[src/rtl/dii_rr_arbiter.sv]
// Round-robin arbiter that merges N DII requester channels onto one output channel.
// A requester keeps the grant from its first offered beat until its last beat transfers.
module dii_rr_arbiter #(
   parameter int N = 2,
   parameter int W = 16
) (
   input  logic                 clk,
   input  logic                 rst,
   input  logic [N-1:0]         in_valid,
   input  logic [N-1:0]         in_last,
   input  logic [N*W-1:0]       in_data,
   output logic [N-1:0]         in_ready,
   output logic                 out_valid,
   output logic                 out_last,
   output logic [W-1:0]         out_data,
   input  logic                 out_ready,
   output logic                 busy,
   output logic [$clog2(N)-1:0] grant
);
   localparam int GW = $clog2(N);

   // Handshake: a beat moves on a port in any cycle where its valid and ready are both high;
   // ready never waits on a later cycle, so the winner's in_ready simply mirrors out_ready.
   typedef enum logic {IDLE = 1'b0, LOCKED = 1'b1} state_t;

   state_t        state;
   logic [GW-1:0] ptr;
   logic [GW-1:0] lock_idx;
   logic [GW-1:0] winner;
   logic [GW-1:0] sel;
   logic [GW-1:0] sel_next;
   logic          found;
   logic          xfer_last;

   // Rotating search starting at ptr; the first valid requester wins.
   always_comb begin
      logic [GW:0] s;
      found  = 1'b0;
      winner = '0;
      s      = '0;
      for (int k = 0; k < N; k++) begin
         s = {1'b0, ptr} + (GW+1)'(k);
         if (s >= (GW+1)'(N)) s = s - (GW+1)'(N);
         if (!found && in_valid[s[GW-1:0]]) begin
            found  = 1'b1;
            winner = s[GW-1:0];
         end
      end
   end

   assign sel       = (state == LOCKED) ? lock_idx : winner;
   assign sel_next  = (sel == GW'(N-1)) ? '0 : sel + GW'(1);
   assign grant     = sel;
   assign busy      = (state == LOCKED);
   assign xfer_last = out_valid & out_ready & out_last;

   always_comb begin
      in_ready  = '0;
      out_data  = '0;
      out_valid = (state == LOCKED) ? in_valid[lock_idx] : found;
      out_last  = in_last[sel];
      for (int k = 0; k < N; k++) begin
         if (sel == GW'(k)) out_data = in_data[k*W +: W];
      end
      if (state == LOCKED || found) in_ready[sel] = out_ready;
   end

   always_ff @(posedge clk) begin
      if (rst) begin
         state    <= IDLE;
         ptr      <= '0;
         lock_idx <= '0;
      end else begin
         case (state)
            IDLE: begin
               if (found) begin
                  if (xfer_last) begin
                     ptr <= sel_next;
                  end else begin
                     state    <= LOCKED;
                     lock_idx <= winner;
                  end
               end
            end
            LOCKED: begin
               // Only the locked requester's last transfer releases the grant.
               if (xfer_last) begin
                  state <= IDLE;
                  ptr   <= sel_next;
               end
            end
         endcase
      end
   end
endmodule

[config.mk]
export PLATFORM = sky130hd
export DESIGN_NAME = dii_rr_arbiter
export DESIGN_NICKNAME = d
export VERILOG_FILES = /design/src/rtl/dii_rr_arbiter.sv
export SDC_FILE = /design/constraint.sdc
export NUM_CORES = 1
export LEC_CHECK = 0
export BUFFER_PORTS_ARGS = -buffer_cell sky130_fd_sc_hd__buf_2
export CORE_MARGIN = 4
export CORE_UTILIZATION = 32
export DETAILED_ROUTE_END_ITERATION = 7
export MAX_ROUTING_LAYER = met4
export PLACE_DENSITY = 0.83
export SYNTH_ARGS = -nofsm -noshare
export SYNTH_HDL_FRONTEND = slang
export SYNTH_SLANG_ARGS = --single-unit
export TNS_END_PERCENT = 30
[constraint.sdc]
create_clock -name clk -period 1.8 [get_ports clk]
set_input_delay 0.09 -clock clk [delete_from_list [all_inputs] [get_ports clk]]
set_output_delay 0.09 -clock clk [all_outputs]
set_load 0.005 [all_outputs]
Yosys cells after proc, flatten, opt, wreduce, memory -nomap -nowiden
Index checks and enable logic that the tools add are counted.
W data, S select, Z words.
{ "op_classes": {"n_addsub": 4, "magnitude_cmp": 7, "eq_ne": 1, "muxes": 27, "bitwise_logic": 5, "n_reduce_logical": 5} }
{ "ops": {"columns": ["operator", "count"], "rows": [
  ["$mux W1", 22],
  ["$mux W16", 1],
  ["$lt A1 B2 Y1 const B", 4],
  ["$pmux W1 S2", 2],
  ["$reduce_and A3 Y1", 1],
  ["$add A1 B1 Y2 const B", 1],
  ["$and A1 B1 Y1", 2],
  ["$and A2 B2 Y2", 1],
  ["$ge A1 B2 Y1 const B", 1],
  ["$ge A2 B2 Y1 const B", 1],
  ["$logic_and A1 B1 Y1", 2],
  ["$mux W2", 1],
  ["$ne A2 B2 Y1 const B", 1],
  ["$not A1 Y1", 2],
  ["$sub A1 B1 Y1 const B", 2],
  ["$add A1 B1 Y1 const B", 1],
  ["$demux W1 S1", 1],
  ["$ge A1 B1 Y1 const B", 1],
  ["$logic_not A1 Y1", 1],
  ["$logic_or A1 B1 Y1", 1]
]} }
{ "totals": {"register_bits": 3, "inputBits": 39, "output_inout_bits": 22, "wordCells": 52} }

Depth between registers and ports, before layout
Gate-level depths: netlist of the first run.
{ "logic_depth": {"ltp_word": 15, "ltp_mapped": 5, "ltp_nobuf": 4} }

Worst setup path after synthesis of the first run
Ideal clock, no wire load.
{ "synth_path": {"kind": "flip-flop to output port", "start": "reg state (netlist: busy)", "end": "out out_data[0]", "arrival_ns": 1.227, "t_required_ns": 1.710, "path_slack_ns": 0.483, "stages_incl_launch_ff": 5, "n_path_buf": 1, "cell_sequence": "dfxtp_1 nand2b_1 o21ai_2 buf_4 mux2_1"} }
{ "synth_via": {"elab_chain_cells": 2} }
{ "synth_lines": {"columns": ["item", "line_no", "source"], "rows": [
  ["start, declared", "26", "state_t state;"],
  ["start signal, assigned", "70", "state <= IDLE;"],
  ["start signal, assigned", "80", "state <= LOCKED;"],
  ["start signal, assigned", "88", "state <= IDLE;"],
  ["$mux W1", "51", "assign sel = (state == LOCKED) ? lock_idx : winner;"],
  ["$mux W16", "63", "if (sel == GW'(k)) out_data = in_data[k*W +: W];"],
  ["end, declared", "15", "output logic [W-1:0] out_data,"]
]} }
No other way between the ends.

Worst setup path in the final report of the first run
{ "layout_path": {"start": "reg state (netlist: busy)", "end": "out out_data[4]"} }
The elaborated chain is that of the path after synthesis.

==> parameters.txt, run 1 <==
Parameter                              Value

Yosys
  Seq/Total Area, Yosys    13.6%
  Yosys Warn Count    0
  Count of mapped cells out of synthesis    47
  Mean Syn Cell Area    9.42 sq um
  Most area-hungry cell type in the Yosys netlist    sky130_fd_sc_hd__mux2_1
  Synthesized Nets    86
  Number of register bits inferred by synthesis    3
  Share of the synthesized area in the top cell type    ~41%
  Post-synth cell types    25
  Cells taking the most area after synthesis    sky130_fd_sc_hd__mux2_1 41%, sky130_fd_sc_hd__dfxtp_1 14%, sky130_fd_sc_hd__nand2b_1 4.2%
  Post-synthesis instance area    443 sq um

STA
  Transition time of the tightest slew-check pin    0.288 ns
  Maximum achievable frequency    605 MHz
  Final setup violation count    0
  Count of final hold-check violations    0
  RSZ-0062 raised after global routing    false
  Post-route clock period utilization    91.8%
  Slew Viols, Final    0
  Setup TNS Final    0 ns
  Max-Slew Margin vs Limit    80.6%
  Worst-case clock skew    0.00118 ns
  Final critical path time including I/O delays and setup    1.65 ns

Finish
  Count of antenna diodes in the layout    0
  Number of nets in the layout    150
  Area taken by multi-input logic gates    approximately 360 sq um
  Sequential Area    60.1 sq um
  Number of inserted filler cells in the final layout    126
  Area delta synth->final    79.1%
  Proportion of layout cells with a drive suffix above 1    63.6%

Drt
  Initial DRC Count    4
  Drt pass-1 iters    4
  Total wirelength of the detailed-routed design    1540 microns
  Total vias in the final route    618
  Routed wire length per instance    about 12 microns
  Post-detailed-route count of antenna-violating nets    0
  Vias per cell    4.94
  Post-route DRC    0

Clock tree
  H-tree lvl count    1
  Hold-fix buffers, CTS    0
  Post-CTS setup-driven buffer insertion count    0
  Post-cts sizing count    0
  Clock edge transition at the registers on the reported setup and hold paths    0.03 ns
  Clock Sinks    3
  Clock Path Buffers    2
  Cts bufs inserted    3
  Clock tree from TritonCTS    yes
  Master cell of the clock root buffer    sky130_fd_sc_hd__clkbuf_4
  Latest clock arrival within the worst-skew pair    0.23 ns

Global route
  Antenna violations before repair    0
  Remaining global-route overflow    0
  First-pass GRT wire length    2060 microns
  Number of global-route vias before repair    508
  Largest net degree at the start of global routing    23
  Overall track demand over capacity in global routing    13.8%

Critical path
  Start-to-end type of the worst setup path    flip-flop to primary output
  Endpoint arrival time on the critical path    1.56 ns
  Element type at the critical path start    flip-flop
  Worst EP required    1.71 ns
  Endpoint type of the worst setup path    primary output
  Worst-path maximum fanout    22
  Logic depth of the worst register-to-register path    5

Die
  Core outline area    0.00130 sq mm
  Ports placed on the boundary    slightly above 60
  Die boundary height    45.2 microns
  Die width    about 45 microns
  Effective utilization at floorplan    approximately a third
  Die outline area    0.00204 sq mm
  Standard-cell row count    13

Power and ir drop
  Maximum resistive drop on vdd    0.000333 V
  Lkg Pwr    a little over 0.4 nW
  Tot Pwr    just under 0.0004 W
  Power per unit of standard cell area    494 mW/mm^2

Placed design
  DP HPWL    1350 microns
  Gpl congestion    0.798
  Number of buffers inserted by port buffering    60

Min path
  Cell depth of the worst min-delay path    2
  Kind of path behind the tightest hold check    primary input to flip-flop

Flow run
  Max-cap violations    0

Outcome
  Result of the run    finished, final reports clean
-- registers in the layout (all words and copies together), names as in the netlist --
signal / cells
busy: 1
ptr: 1
lock_idx: 1
-- cells by family after synthesis --
group	after synthesis	share of synthesized area (%)
simple gates	11	14.1
compound gates	12	23.2
buf+inv	4	5.08
flops	3	13.6
mux	17	44.1
-- cells in the mapped netlist --
cell                        instances
sky130_fd_sc_hd__mux2_1            16
sky130_fd_sc_hd__dfxtp_1            3
sky130_fd_sc_hd__nand2b_1           3
sky130_fd_sc_hd__buf_4              2
sky130_fd_sc_hd__nor2_1             2
sky130_fd_sc_hd__o21ai_0            2
sky130_fd_sc_hd__a211o_1            1
sky130_fd_sc_hd__a211oi_2           1
sky130_fd_sc_hd__a21boi_0           1
sky130_fd_sc_hd__a311o_1            1
sky130_fd_sc_hd__a31oi_1            1
sky130_fd_sc_hd__a32o_1             1
sky130_fd_sc_hd__inv_1              1
sky130_fd_sc_hd__inv_2              1
sky130_fd_sc_hd__mux2_4             1
sky130_fd_sc_hd__nand2_1            1
sky130_fd_sc_hd__nand3_1            1
sky130_fd_sc_hd__nor2b_1            1
sky130_fd_sc_hd__nor2b_2            1
sky130_fd_sc_hd__nor3_1             1
sky130_fd_sc_hd__nor3b_1            1
sky130_fd_sc_hd__o2111ai_1          1
sky130_fd_sc_hd__o21ai_2            1
sky130_fd_sc_hd__o221a_2            1
sky130_fd_sc_hd__o22a_1             1
-- layer usage --
layer  part of all wire (%)  global-route usage [%]  vias up  wire (microns)
li1                       -                       -      308               -
met2                     50                    25.1       43             767
met1                     33                    13.5      267             506
met3                     17                    5.18        0             270
met4                      0                    3.51        0               0
met5                      0                       -        -               0
-- stage by stage --
stage	setup slack [ns]	hold slack, ns	utilization [%]	std cells	instance area (sq um)
2_1_floorplan	0.483	0.155	-	47	443
3_3_place_gp	0.392	0.300	58.9	121	767
3_5_place_dp	0.362	0.304	58.9	121	767
4_1_cts	0.123	0.0619	61.0	125	793
5_1_grt	0.0266	0.0709	61.0	125	793
6_report	0.147	0.0669	61.0	125	793
-- where the power goes --
group | switching (W) | internal, W | leakage, nW
Combinational | 0.0000806 | 0.000116 | 0.374
Sequential | 0.00000817 | 0.0000727 | 0.0248
Clock | 0.0000314 | 0.0000828 | 0.0150
-- path summary, 6_finish.rpt --
check	end	start	slack (ns)
max	out_data[4]	busy	0.15
min	busy	rst	0.07
max reg2reg	busy	busy	0.35
min reg2reg	lock_idx	lock_idx	0.56
-- cell usage in the layout, fill, tap and decap left out --
cell type,n
sky130_fd_sc_hd__o2111ai_1,1
sky130_fd_sc_hd__nor2b_1,1
sky130_fd_sc_hd__a211o_1,1
sky130_fd_sc_hd__nand2b_1,3
sky130_fd_sc_hd__dfxtp_1,3
sky130_fd_sc_hd__buf_2,60
sky130_fd_sc_hd__nor2b_2,1
sky130_fd_sc_hd__a21boi_0,1
sky130_fd_sc_hd__mux2_1,16
sky130_fd_sc_hd__o221a_2,1
sky130_fd_sc_hd__a32o_1,1
sky130_fd_sc_hd__nor3b_1,1
sky130_fd_sc_hd__buf_12,1
sky130_fd_sc_hd__a211oi_2,1
sky130_fd_sc_hd__clkbuf_1,1
sky130_fd_sc_hd__nor2_1,2
sky130_fd_sc_hd__nand2_1,1
sky130_fd_sc_hd__o22a_1,1
sky130_fd_sc_hd__nor3_1,1
sky130_fd_sc_hd__inv_2,1
sky130_fd_sc_hd__mux2_4,1
sky130_fd_sc_hd__o21ai_2,1
sky130_fd_sc_hd__a31oi_1,1
sky130_fd_sc_hd__clkbuf_4,3
sky130_fd_sc_hd__nand3_1,1
sky130_fd_sc_hd__o21ai_0,2
sky130_fd_sc_hd__inv_1,1
sky130_fd_sc_hd__a311o_1,1
-- area by class of cell --
class	instances	share of cell area (%)
clock buffers	4	3.31
inverters	2	0.946
multi-input cells	40	45.4
flip-flops and latches	3	7.57
well taps	15	2.37
repair buffers	61	40.4
-- critical path, cell delays in order, from the launching register on --
cell and delay, ns:
sky130_fd_sc_hd__dfxtp_1 0.36, sky130_fd_sc_hd__nand2b_1 0.17, sky130_fd_sc_hd__o21ai_2 0.15, sky130_fd_sc_hd__buf_12 0.19
sky130_fd_sc_hd__mux2_1 0.33, sky130_fd_sc_hd__buf_2 0.13
Power figures use the tool's default switching activity.
==> inputs of run 2 (changes only) <==
Settings changed: ABC_AREA set to 1, CORE_UTILIZATION 32 to 33, PLACE_DENSITY 0.83 to 0.84.
==> run 2 against run 1 <==
Net effect: utilization fell by 0.47 points; clock skew increased by 0.0025 ns; clock power rose by 5%; register-to-register slack better by 0.14 ns; sequential power decreased by 2%; critical path type unchanged; critical endpoint is now out_data[6].
==> parameters.txt, run 2 <==
Parameter                              Value

Yosys
  Most area-hungry cell type in the Yosys netlist    sky130_fd_sc_hd__nand2_1
  Synthesized Nets    132 (+53%)
  Yosys Warn Count    0 (unchanged)
  Number of register bits inferred by synthesis    3 (unchanged)
  Share of the synthesized area in the top cell type    47.2% (+6.5 points)
  Mean Syn Cell Area    5.05 sq um (-46%)
  Top-count cell post-synth    sky130_fd_sc_hd__nand2_1
  Post-synthesis instance area    469 sq um (+5.9%)
  Top flip-flop cell by instance count after synthesis    sky130_fd_sc_hd__dfxtp_1
  Number of synthesized flops with an enable pin    0 (unchanged)
  Count of mapped cells out of synthesis    93 (+98%)
  Seq/Total Area, Yosys    12.8% (-0.76 points)
  Share of flip-flops with an asynchronous set or reset    0% (unchanged)
  Most common library cells after synthesis    59 x sky130_fd_sc_hd__nand2_1, 8 x sky130_fd_sc_hd__inv_1, 7 x sky130_fd_sc_hd__nor2_1
  Post-synth cell types    17 (-32%)
  Cells taking the most area after synthesis    sky130_fd_sc_hd__nand2_1 47%, sky130_fd_sc_hd__dfxtp_1 13%, sky130_fd_sc_hd__inv_1 6.4%

Critical path
  Critical register-to-register path startpoint    busy
  Worst EP required    1.71 ns (about the same)
  Logic depth of the worst register-to-register path    5 (unchanged)
  Endpoint of the worst-slack reg-to-reg timing path    ptr
  Critical path origin    busy
  Minimum setup slack among reg-to-reg paths    0.49 ns (+0.14 ns)
  Element type at the critical path start    flip-flop
  Endpoint type of the worst setup path    primary output
  End point of the critical path    out_data[6]
  Worst-path maximum fanout    20 (-9.1%)
  Start-to-end type of the worst setup path    flip-flop to primary output
  Endpoint arrival time on the critical path    1.55 ns (about the same)

Placed design
  Post-Place Worst Slack    0.367 ns (+0.00509 ns)
  DP HPWL    1400 microns (+3.3%)
  Number of buffers inserted by port buffering    60 (unchanged)
  Gpl congestion    0.732 (-8.2%)

Drt
  Routed wire length per instance    9.37 microns (-24%)
  Drt pass-1 iters    4 (unchanged)
  Post-detailed-route count of antenna-violating nets    0 (unchanged)
  Initial DRC Count    11 (+7)
  Total vias in the final route    759 (+23%)
  Vias per cell    4.49 (-9.2%)
  Post-route DRC    0 (unchanged)
  Total wirelength of the detailed-routed design    1580 microns (+2.5%)

Finish
  Count of antenna diodes in the layout    0 (unchanged)
  Number of nets in the layout    194 (+29%)
  Area delta synth->final    69.9%
  Most common cell after layout, fill and taps aside    sky130_fd_sc_hd__buf_2
  Number of inserted filler cells in the final layout    130 (+3.2%)
  Most used cells in the layout excluding fill and tap cells    60 x sky130_fd_sc_hd__buf_2, 59 x sky130_fd_sc_hd__nand2_1, 8 x sky130_fd_sc_hd__inv_1
  Post-layout util    60.5% (-0.47 points)
  Proportion of layout cells with a drive suffix above 1    46.1% (-18 points)

Power and ir drop
  Tot Pwr    0.000437 W (+12%)
  Lkg Pwr    0.547 nW (+32%)
  Maximum resistive drop on vdd    0.000301 V (-9.5%)
  Power per unit of standard cell area    548 mW/mm^2 (+11%)

Die
  Standard-cell row count    13 (unchanged)
  Die width    45.7 microns (+1.1%)
  Core outline area    0.00132 sq mm (+1.2%)
  Ports placed on the boundary    61 (unchanged)
  Die outline area    0.00209 sq mm (+2.2%)
  Die boundary height    45.7 microns (+1.1%)
  Effective utilization at floorplan    35.6% (+1.6 points)

Flow run
  Max-cap violations    0 (unchanged)

Clock tree
  Latest clock arrival within the worst-skew pair    0.24 ns (about the same)
  Post-CTS setup-driven buffer insertion count    0 (unchanged)
  Master cell of the clock root buffer    sky130_fd_sc_hd__clkbuf_4
  Clock Path Buffers    2 (unchanged)
  Cts bufs inserted    3 (unchanged)
  Clock Sinks    3 (unchanged)
  Clock tree from TritonCTS    yes
  H-tree lvl count    1 (unchanged)
  Clock edge transition at the registers on the reported setup and hold paths    0.04 ns (about the same)

STA
  Worst-case clock skew    0.00364 ns (+0.00246 ns)
  Final worst slack    0.160 ns (+0.0134 ns)
  Count of final hold-check violations    0 (unchanged)
  Max-Slew Margin vs Limit    85.4% (+4.8 points)
  Transition time of the tightest slew-check pin    0.219 ns (-0.0693 ns)
  Maximum achievable frequency    610 MHz (+0.82%)
  RSZ-0062 raised after global routing    false
  Slew Viols, Final    0 (unchanged)
  Setup TNS Final    0 ns (unchanged)
  Post-route clock period utilization    91.1% (-0.74 points)
  Final setup violation count    0 (unchanged)
  Final critical path time including I/O delays and setup    1.64 ns (-0.0134 ns)

Global route
  Remaining global-route overflow    0 (unchanged)
  Antenna violations before repair    0 (unchanged)
  Number of global-route vias before repair    684 (+35%)
  Largest net degree at the start of global routing    21 (-8.7%)
  Overall track demand over capacity in global routing    16.0% (+2.3 points)
  First-pass GRT wire length    2390 microns (+16%)

Outcome
  Result of the run    finished, final reports clean

Min path
  Origin of the worst min-delay path    rst
  Kind of path behind the tightest hold check    primary input to flip-flop
run 2: cell count changes after synthesis, sizes merged, moves of 2 or more:
cell | previous run | this run
mux2 | 17 | 0
nand2b | 3 | 0
nand3 | 1 | 5
o21ai | 3 | 0
nand2 | 1 | 61
nor2b | 2 | 0
nor2 | 2 | 7
a21oi | 0 | 2
inv | 2 | 10
run 2: metal layers:
layer | vias to the layer above | GRT usage (%) | part of all wire (%)
met5 | - | - | 0
met4 | 0 | 11.9 | 1.4
met3 | 3 | 3.16 | 8.1
met2 | 41 | 27.6 | 53
met1 | 316 | 15.7 | 38
li1 | 399 | - | -
run 2: how the worst min path moves through the flow:
stage	slack (ns)	depth (start not counted)	end
after floorplan	0.26	3	ptr
after global placement	0.36	4	lock_idx
after detailed placement	0.36	4	ptr
after CTS	0.11	4	ptr
after global routing	0.15	4	lock_idx
final	0.11	4	ptr
run 2: cell type report:
type                       count  area, sq um  share of cell area, %
inverter                      10         38.8                   4.87
tap                           15         18.8                   2.35
multi-input combinational     77          353                   44.3
sequential                     3         60.1                   7.54
timing repair buffer          60          300                   37.7
clock buffer                   4         26.3                   3.30
run 2: through the flow:
step,area (sq um),std cells,hold slack [ns]
detailed placement,764,165,0.358
CTS,791,169,0.109
floorplan,469,93,0.258
global route,797,169,0.148
finish,797,169,0.109
global placement,764,165,0.358
run 2: power breakdown:
part | switching, W | internal, W | leakage [nW]
clock | 0.0000367 | 0.0000832 | 0.0150
combinational | 0.000128 | 0.000110 | 0.507
sequential | 0.00000504 | 0.0000739 | 0.0249
run 2: worst max-delay path, stage by stage, from the launching register on:
cell                       delay [ns]
sky130_fd_sc_hd__dfxtp_1         0.38
sky130_fd_sc_hd__nand2_1         0.15
sky130_fd_sc_hd__nand2_4         0.23
sky130_fd_sc_hd__clkinv_2        0.25
sky130_fd_sc_hd__nand2_1         0.12
sky130_fd_sc_hd__nand2_1         0.06
sky130_fd_sc_hd__buf_2           0.12
run 2: logic make-up after synthesis:
group           share of synthesized area [%]
buf+inv                                  13.1
simple gates                             68.0
compound gates                           6.13
flops                                    12.8
run 2: repair_timing:
item,CTS,global route
endpoints found under the setup margin,0,2
gates resized for setup,0,2
hold buffers,0,0
